**src/rtl/elevator_request_scheduler_if.sv**
```systemverilog
// Request/target bus between the floor-button panel, the scheduler and the
// car controller. The scheduler sits on the slave side; the driver of buttons,
// car position and door status sits on the master side.
interface elevator_request_scheduler_if;
  logic [15:0] btn_press;
  logic        emergency;
  logic [3:0]  current_floor;
  logic        door_status;
  logic [3:0]  floor_request;
  logic [15:0] pending;
  logic [4:0]  pending_count;
  logic        sweep_up;
  logic        dwell;

  modport master (
    output btn_press, emergency, current_floor, door_status,
    input  floor_request, pending, pending_count, sweep_up, dwell
  );

  modport slave (
    input  btn_press, emergency, current_floor, door_status,
    output floor_request, pending, pending_count, sweep_up, dwell
  );
endinterface

```
**src/rtl/elevator_request_scheduler.sv**
```systemverilog
// SCAN-policy request scheduler for a 16-floor car. Latches button presses
// into a pending set, sweeps in one direction until nothing is left ahead,
// then reverses. Arrival (door open at a pending floor) clears that floor and
// holds the target there for DWELL_CYCLES cycles.
module elevator_request_scheduler #(
  parameter int unsigned DWELL_CYCLES = 8
) (
  input logic                         clk,
  input logic                         reset,
  elevator_request_scheduler_if.slave bus
);

  typedef enum logic [1:0] {IDLE, SERVE_UP, SERVE_DOWN, DWELL} state_t;

  localparam logic [7:0] DWELL_LOAD = 8'(DWELL_CYCLES - 1);

  state_t      state_q, state_d;
  logic [3:0]  floor_request_q, floor_request_d;
  logic [15:0] pending_q, pending_d;
  logic        sweep_up_q, sweep_up_d;
  logic [7:0]  dwell_cnt_q, dwell_cnt_d;

  logic [3:0]  lowest_above, highest_below;
  logic        any_above, any_below;
  logic [3:0]  dist_up, dist_down;
  logic        go_up;
  logic        arrival;
  logic [15:0] clear_mask, press_eff;
  logic [4:0]  count;

  // Door open at a floor we owe a stop; ignored while already dwelling.
  assign arrival    = bus.door_status && pending_q[bus.current_floor] && (state_q != DWELL);
  assign clear_mask = arrival ? (16'd1 << bus.current_floor) : 16'd0;

  // Presses for the current floor are dropped while the door is already open.
  assign press_eff = (state_q == DWELL) ? (bus.btn_press & ~(16'd1 << bus.current_floor))
                                        : bus.btn_press;

  // Nearest pending floor strictly above and strictly below the car.
  always_comb begin
    lowest_above  = '0;
    highest_below = '0;
    any_above     = 1'b0;
    any_below     = 1'b0;
    for (int i = 15; i >= 0; i--) begin
      if (pending_q[i] && (4'(i) > bus.current_floor)) begin
        lowest_above = 4'(i);
        any_above    = 1'b1;
      end
    end
    for (int i = 0; i < 16; i++) begin
      if (pending_q[i] && (4'(i) < bus.current_floor)) begin
        highest_below = 4'(i);
        any_below     = 1'b1;
      end
    end
  end

  // Distances are taken in the non-wrapping order, so 4 bits suffice.
  assign dist_up   = lowest_above - bus.current_floor;
  assign dist_down = bus.current_floor - highest_below;
  assign go_up     = any_above && (!any_below || (dist_up <= dist_down));

  // Popcount of the registered pending set.
  always_comb begin
    count = '0;
    for (int i = 0; i < 16; i++) count = count + 5'(pending_q[i]);
  end

  // Next-state, next-target and pending-set update.
  always_comb begin
    // NOTE: every variable gets a default here so no path can infer a latch.
    state_d         = state_q;
    floor_request_d = floor_request_q;
    sweep_up_d      = sweep_up_q;
    dwell_cnt_d     = dwell_cnt_q;
    pending_d       = (pending_q | press_eff) & ~clear_mask;

    if (bus.emergency) begin
      pending_d       = '0;
      state_d         = IDLE;
      floor_request_d = bus.current_floor;
      dwell_cnt_d     = '0;
    end else if (arrival) begin
      state_d         = DWELL;
      dwell_cnt_d     = DWELL_LOAD;
      floor_request_d = bus.current_floor;
    end else begin
      unique case (state_q)
        IDLE: begin
          if (pending_q == '0 || pending_q[bus.current_floor]) begin
            floor_request_d = bus.current_floor;
          end else if (go_up) begin
            state_d         = SERVE_UP;
            sweep_up_d      = 1'b1;
            floor_request_d = lowest_above;
          end else begin
            state_d         = SERVE_DOWN;
            sweep_up_d      = 1'b0;
            floor_request_d = highest_below;
          end
        end
        SERVE_UP: begin
          if (any_above) begin
            floor_request_d = lowest_above;
          end else if (any_below) begin
            state_d         = SERVE_DOWN;
            sweep_up_d      = 1'b0;
            floor_request_d = highest_below;
          end else begin
            state_d         = IDLE;
            floor_request_d = bus.current_floor;
          end
        end
        SERVE_DOWN: begin
          if (any_below) begin
            floor_request_d = highest_below;
          end else if (any_above) begin
            state_d         = SERVE_UP;
            sweep_up_d      = 1'b1;
            floor_request_d = lowest_above;
          end else begin
            state_d         = IDLE;
            floor_request_d = bus.current_floor;
          end
        end
        DWELL: begin
          floor_request_d = bus.current_floor;
          if (dwell_cnt_q != '0) begin
            dwell_cnt_d = dwell_cnt_q - 8'd1;
          end else if (sweep_up_q && any_above) begin
            state_d         = SERVE_UP;
            floor_request_d = lowest_above;
          end else if (!sweep_up_q && any_below) begin
            state_d         = SERVE_DOWN;
            floor_request_d = highest_below;
          end else if (any_above) begin
            state_d         = SERVE_UP;
            sweep_up_d      = 1'b1;
            floor_request_d = lowest_above;
          end else if (any_below) begin
            state_d         = SERVE_DOWN;
            sweep_up_d      = 1'b0;
            floor_request_d = highest_below;
          end else begin
            state_d = IDLE;
          end
        end
        default: state_d = IDLE;
      endcase
    end
  end

  // State, target, direction, dwell counter and pending-set registers.
  always_ff @(posedge clk or posedge reset) begin
    if (reset) begin
      state_q         <= IDLE;
      floor_request_q <= '0;
      pending_q       <= '0;
      sweep_up_q      <= 1'b1;
      dwell_cnt_q     <= '0;
    end else begin
      // NOTE: non-blocking so every register samples pre-edge values together.
      state_q         <= state_d;
      floor_request_q <= floor_request_d;
      pending_q       <= pending_d;
      sweep_up_q      <= sweep_up_d;
      dwell_cnt_q     <= dwell_cnt_d;
    end
  end

  assign bus.floor_request = floor_request_q;
  assign bus.pending       = pending_q;
  assign bus.pending_count = count;
  assign bus.sweep_up      = sweep_up_q;
  assign bus.dwell         = (state_q == DWELL);

endmodule

```
**src/flat_wrapper.sv**
```systemverilog
// flat-port wrapper written by rule: the top's interface ports become plain ports
module elevator_request_scheduler_flat 
#(
  parameter int unsigned DWELL_CYCLES = 8
)
  (clk, reset, bus_btn_press, bus_emergency, bus_current_floor, bus_door_status, bus_floor_request, bus_pending, bus_pending_count, bus_sweep_up, bus_dwell);
  elevator_request_scheduler_if bus_i ();
  input logic clk;
  input logic reset;
  input wire logic [$bits(bus_i.btn_press)-1:0] bus_btn_press;
  input wire logic [$bits(bus_i.emergency)-1:0] bus_emergency;
  input wire logic [$bits(bus_i.current_floor)-1:0] bus_current_floor;
  input wire logic [$bits(bus_i.door_status)-1:0] bus_door_status;
  output wire logic [$bits(bus_i.floor_request)-1:0] bus_floor_request;
  output wire logic [$bits(bus_i.pending)-1:0] bus_pending;
  output wire logic [$bits(bus_i.pending_count)-1:0] bus_pending_count;
  output wire logic [$bits(bus_i.sweep_up)-1:0] bus_sweep_up;
  output wire logic [$bits(bus_i.dwell)-1:0] bus_dwell;
  assign bus_i.btn_press = bus_btn_press;
  assign bus_i.emergency = bus_emergency;
  assign bus_i.current_floor = bus_current_floor;
  assign bus_i.door_status = bus_door_status;
  assign bus_floor_request = bus_i.floor_request;
  assign bus_pending = bus_i.pending;
  assign bus_pending_count = bus_i.pending_count;
  assign bus_sweep_up = bus_i.sweep_up;
  assign bus_dwell = bus_i.dwell;
  elevator_request_scheduler #(.DWELL_CYCLES(DWELL_CYCLES)) u_core (.clk(clk), .reset(reset), .bus(bus_i));
endmodule
```
**config.mk**
```make
export PLATFORM = sky130hd
export DESIGN_NAME = elevator_request_scheduler_flat
export DESIGN_NICKNAME = d
export VERILOG_FILES = /design/src/rtl/elevator_request_scheduler_if.sv /design/src/rtl/elevator_request_scheduler.sv /design/src/flat_wrapper.sv
export SDC_FILE = /design/constraint.sdc
export NUM_CORES = 1
export LEC_CHECK = 0
export CORE_ASPECT_RATIO = 0.75
export CORE_UTILIZATION = 51
export CTS_CLUSTER_SIZE = 40
export DETAILED_ROUTE_END_ITERATION = 7
export PLACE_DENSITY = 0.77
export SLEW_MARGIN = 0
export SYNTH_ARGS = -nofsm -noshare
export SYNTH_HDL_FRONTEND = slang
export SYNTH_SLANG_ARGS = --single-unit
```
**constraint.sdc**
```tcl
create_clock -name clk -period 4.3 [get_ports clk]
set_input_delay 0.86 -clock clk [delete_from_list [all_inputs] [get_ports clk]]
set_output_delay 0.86 -clock clk [all_outputs]
set_load 0.02 [all_outputs]
```
# After elaboration in Yosys (flattened, before gate mapping)
# Index checks and enable logic that the tools add are counted.
# W data, S select, Z words.
[totals]
reg_bits = 31
latchBits = 0
mem_bits_rw = 0
mem_bits_ro = 0
in_bits = 24
out_inout_bits = 27
elab_cells = 237
n_memories = 0
[op_classes]
add_sub_neg = 18
n_mul = 0
div_mod_pow = 0
order_cmp = 34
n_eq_ne = 15
n_shift = 1
muxes = 108
n_bitwise = 7
reduce_logical = 49
[op_table]
columns = ["cell", "n"]
rows = [
  ["$mux W4", 35],
  ["$add A5 B1 Y5", 14],
  ["$mux W16", 3],
  ["$mux W1", 45],
  ["$logic_and A1 B1 Y1", 37],
  ["$and A16 B16 Y16", 2],
  ["$gt A4 B4 Y1 const A", 8],
  ["$lt A4 B4 Y1 const A", 8],
  ["$mux W8", 4],
  ["$not A16 Y16", 2],
  ["$mux W2", 13],
  ["$gt A3 B4 Y1 const A", 4],
  ["$logic_not A16 Y1", 1],
  ["$lt A3 B4 Y1 const A", 4],
  ["$or A16 B16 Y16", 1],
  ["$pmux W4 S4", 1],
  ["$shl A1 B4 Y16 const A", 1],
  ["$ne A2 B2 Y1 const B", 7],
  ["$mux W3", 4],
  ["$reduce_and A9 Y1", 1],
  ["$gt A1 B4 Y1 const A", 2],
  ["$gt A2 B4 Y1 const A", 2],
  ["$lt A1 B4 Y1 const A", 2],
  ["$lt A2 B4 Y1 const A", 2],
  ["21 further kinds", 29],
]

# Longest topological paths before layout
# Gate-level depths: netlist of the first run.
[depth]
word_depth = 27
mapped_depth = 22
mapped_depth_nobuf = 18

# Least setup slack after synthesis of the first run
# Ideal clock, no wire load.
[synth_timing]
kind = "reg2out"
from = "register u_core.pending_q[1], in the netlist u_core.bus.pending[1]"
to = "output port bus_pending_count[2]"
arrival_ps = 4036
t_required_ps = 3440
slack_ps = -596
path_stages_with_launch = 12
path_buffers = 0
path_cell_list = "dfrtp_1 > inv_1 > ha_1 > inv_1 > fa_1 > fa_1 > fa_1 > fa_1 > inv_1 > fa_1 > fa_1 > xor2_1"
[synth_via]
elab_chain_len = 15
[synth_lines]
columns = ["item", "line", "rtl"]
rows = [
  ["start: declaration", "elevator_request_scheduler.sv:19", "logic [15:0] pending_q, pending_d;"],
  ["start signal: assignment", "elevator_request_scheduler.sv:166", "pending_q <= pending_d;"],
  ["$add A1 B1 Y2", "elevator_request_scheduler.sv:67", "for (int i = 0; i < 16; i++) count = count + 5'(pending_q[i]);"],
  ["$add A5 B1 Y5 (14 in a row)", "elevator_request_scheduler.sv:67", ""],
  ["end: declaration", "flat_wrapper.sv:16", "output wire logic [$bits(bus_i.pending_count)-1:0] bus_pending_count;"],
]
# Every way passes these cells.

# Worst setup path after layout of the first run
[layout_timing]
from = "register u_core.pending_q[1], in the netlist u_core.bus.pending[1]"
to = "output port bus_pending_count[4]"
# Same word-level chain as after synthesis.

==> results by group, run 1 <==
Setup path
  – RR Startpoint: u_core.bus.pending[12]
  – CP startpoint kind: flop
  – Cell Chain, Critical Path: inv_2 -> ha_4 -> inv_2 -> fa_1 -> fa_1 -> fa_1 -> fa_1 -> inv_1 -> fa_2 -> fa_2 -> a21oi_2 -> nor2b_2 -> buf_6
  – Most used cell, CP: fa_1
  – Cell family with most CP delay: adder cells
  – Nature of the critical path endpoint: output port
  – CP Launch Point: u_core.bus.pending[1]
  – CP max FO: 2
  – R2R setup slack: 0.20 ns
  – RR Endpoint: u_core.bus.floor_request[0]
  – Worst path required time: 3.44 ns
  – Worst Path Arrival: 4.17 ns
  – Worst R2R Path Depth: 19
  – CP peak stage delay: 0.57 ns
  – Critical path class: flop to output port
  – Slowest-stage cell, CP: fa_1
  – Worst Path Buf+Inv: 4

Die
  – Area of the die: 7850 µm²
  – Initial core utilization: 0.544
  – Rows: 26
  – Die X: 102 µm
  – DIE HEIGHT: 77.0 µm
  – Core box area: 7030 µm²
  – I/O Pins: 51

Global route
  – Gr usage total: 0.405
  – Largest net degree at the start of global routing: 32
  – Number of global-route vias before repair: 4536
  – Global-route wire length before repair: 24100 µm
  – GR Util met3: 0.108
  – Met2 global-route usage: 0.578
  – Initial antenna violation count: 0
  – Met1 GRT Util: 0.602
  – GR peak layer: met1
  – Residual overflow from global routing: 0

Synthesis
  – Post-synth EDFFs: 0
  – Prevailing post-synth register cell: dfrtp_1
  – Avg Inst Size Synth: 7.98 µm²
  – Sequential share of the synthesized area: 0.203
  – Asr flop ratio synth: 1.00
  – Syn nets: 534
  – Yosys reg bits: 31
  – Post-synthesis cell type count: 79
  – Synth Warn #: 0
  – Post-Syn Area: 3820 µm²
  – Mapped Cells: 479

Drt
  – Wirelength per Cell: 21.4 µm
  – Via/cell ratio: 6.42
  – Final wirelength: 15700 µm
  – DRT antenna net count: 0
  – Vias post-DR: 4709
  – Remaining DRCs: 0
  – Starting DRT DRC Count: 567
  – Drt first pass iters: 6

Min path
  – Hold Path Stages: 2
  – Worst Hold Launch: u_core.dwell_cnt_q[7]
  – Hold Crit Class: flop to flop
  – WHS Endpoint: u_core.dwell_cnt_q[7]

Power
  – Switching share of power: 0.452
  – Clock power share: 0.119
  – Seq pwr share: 0.165
  – Worst VDD drop: 309 µV
  – Internal: 1.37 mW
  – Leakage: 2.46 nW
  – NetSw: 1.13 mW
  – Cell Pwr Density: 440 nW/µm²
  – Logic pwr share: 0.716

Timing
  – Final min period: 5.03 ns
  – RSZ-0062 raised after global routing: true
  – Slew @ Worst Pin: 0.579 ns
  – Count of final hold-check violations: 0
  – Slew Limit Fails: 0
  – Max Freq: 0.199 GHz
  – Period utilization: 1.17
  – Relative slew slack: 0.611
  – Setup WS post-layout: -0.730 ns
  – Final setup fails: 10
  – Clock Skews: 0.00806 ns

Place
  – Inst Count DP: 704
  – DPL Wire Length: 11500 µm
  – Post-Place Worst Slack: -0.854 ns
  – GPL Wtd Cong: 1.03
  – Port Buffers: 50

Cells and area
  – Multi-input gate area: 2930 µm²
  – Antenna diode count: 0
  – Layout Utilization: 0.806
  – Fillers: 481
  – Layout overhead on the synthesized area: 48.1%
  – Nets@finish: 690
  – Layout Cells excl Fill: 734
  – Layout cells sized above 1: 0.335
  – FF/Latch Area: 779 µm²

Clock tree
  – # clock sinks: 31
  – CTS Buffer Depth: 2
  – TritonCTS clock tree: yes
  – Num CTS Buffers: 5
  – Clk root buf: clkbuf_8
  – Worst-path clk slew: 0.08 ns
  – H-tree Lvls: 2
  – Later-pin clock latency in the skew report: 0.29 ns

Run status
  – Violated checks: negative setup slack
  – Outcome: complete, but fails checks

Flow run
  – MaxCap Viol Count: 0
[layout make-up]
class / instances / area share
Timing Repair Buffer: 182 / 0.277
Clock inverter: 1 / 0.00530
Inverter: 41 / 0.0278
Multi-Input combinational cell: 374 / 0.518
Sequential cell: 31 / 0.138
Tap cell: 98 / 0.0216
Clock buffer: 7 / 0.0135
[power groups by stage]
stage          clock (mW)  combinational, mW  sequential [mW]
2_1_floorplan           0              0.939            0.426
3_3_place_gp            0               1.48            0.411
3_5_place_dp            0               1.53            0.411
4_1_cts             0.299               1.60            0.407
5_1_grt             0.313               1.88            0.418
6_report            0.296               1.79            0.412
[placed cells by master (no fill, tap or decap), drive strengths merged, types with 5 or more instances in the layout]
master	count
a211oi	17
a21o	6
a21oi	46
a22oi	6
a31oi	9
buf	139
clkbuf	9
clkdlybuf4s50	41
dfrtp	30
fa	12
ha	19
inv	39
nand2	50
nand2b	7
nand3	14
nor2	32
nor2b	15
nor3	9
o21a	8
o21ai	21
o221ai	6
o22ai	9
xnor2	10
xor2	5
[logic make-up after synthesis]
family | synth area share
and+or+nand+nor | 0.202
AOI/OAI and AO/OA | 0.314
xor gates and xnor gates | 0.0344
DFF | 0.203
buffers and inverters | 0.0916
muxes | 0.0298
adders and majority gates | 0.125
[metrics by stage]
step	hold slack [ns]	power, mW	TNS, ns	instance area, µm²
5_1_grt	0.580	2.61	-3.70	5660
6_report	0.561	2.49	-3.32	5660
2_1_floorplan	0.511	1.37	-1.15	3910
4_1_cts	0.565	2.30	-3.67	5400
3_5_place_dp	0.549	1.94	-8.32	5160
3_3_place_gp	0.536	1.89	-7.60	5160
[cell usage after synthesis (all sizes together) (5+ instances only)]
cell type	instances	area [µm²]
nor2b	15	93.8
o21ai	21	105
xnor2	10	87.6
xor2	5	43.8
a21o	6	45.0
dfrtp	30	751
inv	40	150
clkbuf	12	46.3
a21oi	46	234
buf	21	150
fa	12	240
o221ai	6	65.1
a211oi	17	138
nand2b	7	43.8
nand3	14	70.1
nor3	9	55.1
ha	19	238
a31oi	9	56.3
a22oi	6	45.0
nand2	50	188
o21a	8	60.1
o22ai	9	62.6
nor2	32	130
[metal layers]
layer	vias to the layer above	routed length, µm
li1	2058	-
met1	2212	6400
met2	388	6620
met3	51	2280
met4	0	367
met5	-	0
[flip-flops by register name (all words and copies together) (netlist names)]
register                  flops
u_core.bus.pending           16
u_core.bus.sweep_up           1
u_core.bus.floor_request      4
u_core.state_q                2
u_core.dwell_cnt_q            8
[worst reg2reg max path: cells and delay by family, from the launching register on]
kind / cells / cell delay [ns]
compound gates: 12 / 2.26
fa+ha+maj: 2 / 0.77
flops: 1 / 0.41
simple gates: 2 / 0.30
buf+inv: 3 / 0.28
[worst max path at each step]
| stage | depth (start not counted) | slack, ns | to |
|---|---|---|---|
| after floorplan | 12 | -0.26 | bus_pending_count[4] |
| after global placement | 16 | -0.83 | u_core.bus.floor_request[0] |
| after detailed placement | 17 | -0.85 | u_core.bus.floor_request[0] |
| after CTS | 13 | -0.68 | bus_pending_count[4] |
| after global routing | 13 | -0.79 | bus_pending_count[4] |
| final | 13 | -0.73 | bus_pending_count[4] |
[timing repair]
action | 4_1_cts | 5_1_grt
buffers inserted | 8 | 17
hold buffers | 0 | 0
hold endpoints to repair | 0 | 0
pin swaps | 29 | 35
resized for setup | 60 | 54
endpoints found under the setup margin | 12 | 12
(Power assumes the default switching activity.)
==> inputs of run 2 (changes only) <==
--- a/config.mk
+++ b/config.mk
@@ -9,7 +9,8 @@
 export CORE_UTILIZATION = 51
 export CTS_CLUSTER_SIZE = 40
 export DETAILED_ROUTE_END_ITERATION = 7
-export PLACE_DENSITY = 0.77
+export PLACE_DENSITY = 0.81
+export REMOVE_ABC_BUFFERS = 1
 export SLEW_MARGIN = 0
 export SYNTH_ARGS = -nofsm -noshare
 export SYNTH_HDL_FRONTEND = slang
==> results by group, run 2 (same netlist as run 1, synthesis figures left out) <==
Timing
  – RSZ-0062 raised after global routing: true
  – Final min period: 4.91 ns
  – Final setup fails: 11
  – Clock Skews: 0.00912 ns
  – Count of final hold-check violations: 0
  – Max Freq: 0.204 GHz
  – Relative slew slack: 0.373
  – Slew @ Worst Pin: 0.938 ns
  – Final TNS setup: -3.66 ns
  – Period utilization: 1.14
  – Slew Limit Fails: 0
  – Setup WS post-layout: -0.607 ns

Cells and area
  – Most common cell after layout, fill and taps aside: buf_4
  – Fillers: 500
  – Most frequent cells in the layout: buf_4, nand2_1, clkdlybuf4s50_1, a21oi_1, inv_1
  – FF/Latch Area: 777 µm²
  – Antenna diode count: 0
  – Layout overhead on the synthesized area: 43.2%
  – Nets@finish: 680
  – Final Instance Area: 5470 µm²
  – Layout cells sized above 1: 0.297
  – Largest register FFs: 16
  – Multi-input gate area: 2810 µm²

Clock tree
  – H-tree Lvls: 2
  – # clock sinks: 31
  – Num CTS Buffers: 5
  – Later-pin clock latency in the skew report: 0.29 ns
  – TritonCTS clock tree: yes
  – Clk root buf: clkbuf_8
  – Worst-path clk slew: 0.08 ns
  – CTS Buffer Depth: 2

Setup path
  – Worst Path Arrival: 4.05 ns
  – CP max FO: 2
  – CP Launch Point: u_core.bus.pending[1]
  – Nature of the critical path endpoint: output port
  – Critical path class: flop to output port
  – CP startpoint kind: flop
  – Worst path required time: 3.44 ns
  – RR Startpoint: u_core.bus.pending[5]

Drt
  – Vias post-DR: 4622
  – Top sig layer: met4
  – Wirelength per Cell: 21.1 µm
  – DRT antenna net count: 0
  – Final wirelength: 15300 µm
  – Drt first pass iters: 5
  – Starting DRT DRC Count: 651
  – Routed met2 length: 6620 µm
  – Remaining DRCs: 0
  – Via/cell ratio: 6.38
  – Wl on met1: 6210 µm
  – DR WL met3: 2010 µm

Global route
  – Global-route wire length before repair: 23700 µm
  – Gr usage total: 0.406
  – Largest net degree at the start of global routing: 24
  – Initial antenna violation count: 0
  – Number of global-route vias before repair: 4469
  – Residual overflow from global routing: 0

Flow run
  – MaxCap Viol Count: 0

Power
  – Cell Pwr Density: 415 nW/µm²
  – Worst VDD drop: 575 µV
  – Pwr Total: 2.27 mW
  – Leakage: 2.39 nW

Run status
  – Violated checks: negative setup slack
  – Outcome: complete, but fails checks

Die
  – DIE HEIGHT: 77.0 µm
  – Core box area: 7030 µm²
  – Rows: 26
  – I/O Pins: 51
  – Area of the die: 7850 µm²
  – Initial core utilization: 0.544
  – Die X: 102 µm

Min path
  – Worst Hold Launch: u_core.dwell_cnt_q[7]
  – Hold Crit Class: flop to flop

Place
  – GPL Wtd Cong: 0.994
  – Post-DP Area: 5130 µm²
  – Post-Place Worst Slack: -0.986 ns
  – DPL Wire Length: 11500 µm
  – Port Buffers: 50
-- run 2: worst max-delay path: stages (launching register included) --
cell,delay [ns]
dfrtp_1,0.37
inv_2,0.06
ha_4,0.26
inv_2,0.03
fa_1,0.49
fa_1,0.43
fa_1,0.48
fa_1,0.50
inv_1,0.05
fa_2,0.36
a21o_1,0.21
a21oi_2,0.17
xnor2_1,0.16
buf_4,0.18
-- run 2: path summary, 6_finish.rpt --
| path | to | slack [ns] | cells after the start |
|---|---|---|---|
| max in group asynchronous | u_core.bus.pending[12] | 2.60 | 3 |
| worst max-delay path | bus_pending_count[3] | -0.61 | 13 |
| worst min-delay path | u_core.dwell_cnt_q[7] | 0.58 | 2 |
| worst min register to register | u_core.dwell_cnt_q[7] | 0.58 | 2 |
| worst max register to register | u_core.bus.floor_request[1] | 0.06 | 18 |
| min in group asynchronous | u_core.bus.pending[5] | 1.01 | 2 |
-- run 2: area by class of cell --
class | count | share of cell area
Multi-Input combinational cell | 374 | 0.514
Sequential cell | 31 | 0.142
Clock buffer | 7 | 0.0176
Tap cell | 98 | 0.0224
Clock inverter | 1 | 0.00137
Timing Repair Buffer | 172 | 0.274
Inverter | 41 | 0.0288
-- run 2: metrics by stage --
step / cells / hold slack (ns) / util
after floorplan: 446 / 0.511 / -
after global placement: 706 / 0.536 / 0.730
after detailed placement: 706 / 0.557 / 0.730
after CTS: 722 / 0.573 / 0.769
after global routing: 724 / 0.613 / 0.779
final: 724 / 0.576 / 0.779
-- run 2: timing repair --
action	CTS	global route
gates resized for setup	63	16
hold buffers	0	0
buffers inserted	6	2
gates cloned	2	0
setup endpoints to repair	12	12
pin swaps	22	12
-- run 2: power breakdown --
part           switching, mW  internal, mW
registers             0.0656         0.343
logic                  0.856         0.741
clock network          0.122         0.146
-- run 2: metal layers --
layer	vias to the layer above	global-route usage
met3	53	0.0985
li1	2043	-
met4	0	0.154
met5	-	0
met1	2201	0.573
met2	325	0.596
==> inputs of run 3 (changes only) <==
--- a/config.mk
+++ b/config.mk
@@ -9,6 +9,7 @@
 export CORE_UTILIZATION = 51
 export CTS_CLUSTER_SIZE = 40
 export DETAILED_ROUTE_END_ITERATION = 7
+export MAX_ROUTING_LAYER = met4
 export PLACE_DENSITY = 0.81
 export REMOVE_ABC_BUFFERS = 1
 export SLEW_MARGIN = 0
==> results by group, run 3 (same netlist as run 1, synthesis figures left out) <==
Die
  – Core box area: 7030 µm²
  – Die X: 102 µm
  – Rows: 26
  – DIE HEIGHT: 77.0 µm
  – Initial core utilization: 0.544
  – I/O Pins: 51
  – Area of the die: 7850 µm²

Cells and area
  – Layout cells sized above 1: 0.318
  – Most common cell after layout, fill and taps aside: buf_4
  – Most frequent cells in the layout: buf_4, nand2_1, clkdlybuf4s50_1, a21oi_1, inv_1
  – Final Instance Area: 5560 µm²
  – Largest register FFs: 16
  – Layout overhead on the synthesized area: 45.4%
  – Antenna diode count: 0
  – Nets@finish: 692

Global route
  – Gr usage total: 0.392
  – Largest net degree at the start of global routing: 24
  – Number of global-route vias before repair: 4378
  – Global-route wire length before repair: 22900 µm
  – Initial antenna violation count: 0
  – Residual overflow from global routing: 0

Setup path
  – RR Startpoint: u_core.bus.pending[3]
  – RR Endpoint: u_core.bus.floor_request[0]
  – Worst R2R Path Depth: 17
  – CP max FO: 2
  – Nature of the critical path endpoint: output port
  – CP startpoint kind: flop
  – Worst path required time: 3.44 ns
  – R2R setup slack: 0.12 ns
  – Worst Path Arrival: 4.02 ns
  – Critical path class: flop to output port

Place
  – DPL Wire Length: 11000 µm
  – Port Buffers: 50
  – Post-DP Area: 5120 µm²
  – Post-Place Worst Slack: -0.858 ns
  – GPL Wtd Cong: 1.03

Timing
  – Clock Skews: 0.00490 ns
  – Relative slew slack: 0.406
  – Slew @ Worst Pin: 0.889 ns
  – Final setup fails: 8
  – Period utilization: 1.13
  – RSZ-0062 raised after global routing: true
  – Max Freq: 0.205 GHz
  – Fin Hold WS: 0.561 ns
  – Setup WS post-layout: -0.578 ns
  – Slew Limit Fails: 0
  – Count of final hold-check violations: 0
  – Final TNS setup: -2.89 ns
  – Final min period: 4.88 ns

Drt
  – Via/cell ratio: 6.35
  – Drt first pass iters: 5
  – Remaining DRCs: 0
  – Vias post-DR: 4676
  – Starting DRT DRC Count: 628
  – DRT antenna net count: 0
  – Wirelength per Cell: 20.0 µm
  – Final wirelength: 14700 µm

Flow run
  – MaxCap Viol Count: 0

Min path
  – Hold Path Stages: 2
  – WHS Endpoint: u_core.dwell_cnt_q[7]
  – Worst Hold Launch: u_core.dwell_cnt_q[7]
  – Hold Crit Class: flop to flop

Run status
  – Outcome: complete, but fails checks
  – Violated checks: negative setup slack

Power
  – Leakage: 2.45 nW
  – Worst VDD drop: 314 µV
  – Cell Pwr Density: 413 nW/µm²

Clock tree
  – Hold-fix buffer count after cts: 0
  – TritonCTS clock tree: yes
  – Worst-path clk slew: 0.07 ns
  – H-tree Lvls: 2
  – Later-pin clock latency in the skew report: 0.28 ns
  – # clock sinks: 31
  – CTS Buffer Depth: 2
  – Num CTS Buffers: 5
  – Clk root buf: clkbuf_8
==> run 3: changes by cell type in the layout (fill, tap and decap cells not counted), sizes merged <==
cell           change
clkinvlp           -1
clkdlybuf4s15      -2
buf               +15
clkinv             +1
clkbuf             +1
bufbuf             -2
==> run 3: critical path: stages (launching register included) <==
cell	delay (ns)
dfrtp_1	0.35
inv_1	0.06
ha_1	0.27
inv_1	0.05
fa_1	0.44
fa_1	0.51
fa_1	0.43
fa_1	0.49
inv_1	0.05
fa_2	0.36
fa_2	0.38
a21oi_2	0.13
nor2b_1	0.07
buf_4	0.16
==> run 3: layer usage <==
layer  global-route usage  share of wire  wire (µm)  vias to the layer above
met5                    -              0          0                        -
met4               0.0886          0.021        310                        0
met3                0.107           0.13       1920                       49
met2                0.559           0.43       6340                      347
met1                0.552           0.42       6140                     2208
li1                     -              -          -                     2072
==> run 3: where the power goes <==
part | internal (mW) | total, mW | switching [mW] | leakage, nW
sequential | 0.343 | 0.405 | 0.0616 | 0.395
clock | 0.129 | 0.238 | 0.109 | 0.0482
combinational | 0.795 | 1.65 | 0.859 | 2.01
==> run 3: final cells by class <==
class,count,area (µm²)
clock buffers,7,86.3
well taps,98,123
fillers,490,1470
repair buffers,184,1570
inverters,41,158
clock inverters,1,5.00
flip-flops and latches,31,777
multi-input cells,374,2840
==> run 3: worst max-delay path by stage <==
stage,endpoint,cells after the start,from,slack [ns]
5_1_grt,bus_pending_count[4],13,u_core.bus.pending[0],-0.69
2_1_floorplan,bus_pending_count[2],11,u_core.bus.pending[1],-0.60
3_5_place_dp,bus_pending_count[2],12,u_core.bus.pending[1],-0.86
4_1_cts,bus_pending_count[4],13,u_core.bus.pending[1],-0.60
3_3_place_gp,u_core.bus.floor_request[0],18,bus_current_floor[1],-0.78
6_report,bus_pending_count[4],13,u_core.bus.pending[1],-0.58
==> run 3: stage by stage <==
stage | util | total power, mW | instances
after floorplan | - | 1.25 | 446
after global placement | 0.729 | 1.79 | 707
after detailed placement | 0.729 | 1.84 | 707
after CTS | 0.773 | 2.16 | 731
after global routing | 0.791 | 2.44 | 736
final | 0.791 | 2.30 | 736
==> run 3: timing repair <==
action	4_1_cts	5_1_grt
endpoints found under the setup margin	12	12
gates resized for setup	67	28
setup buffers	15	7
endpoints found under the hold margin	0	0
pin swaps	29	31
gates cloned	1	1
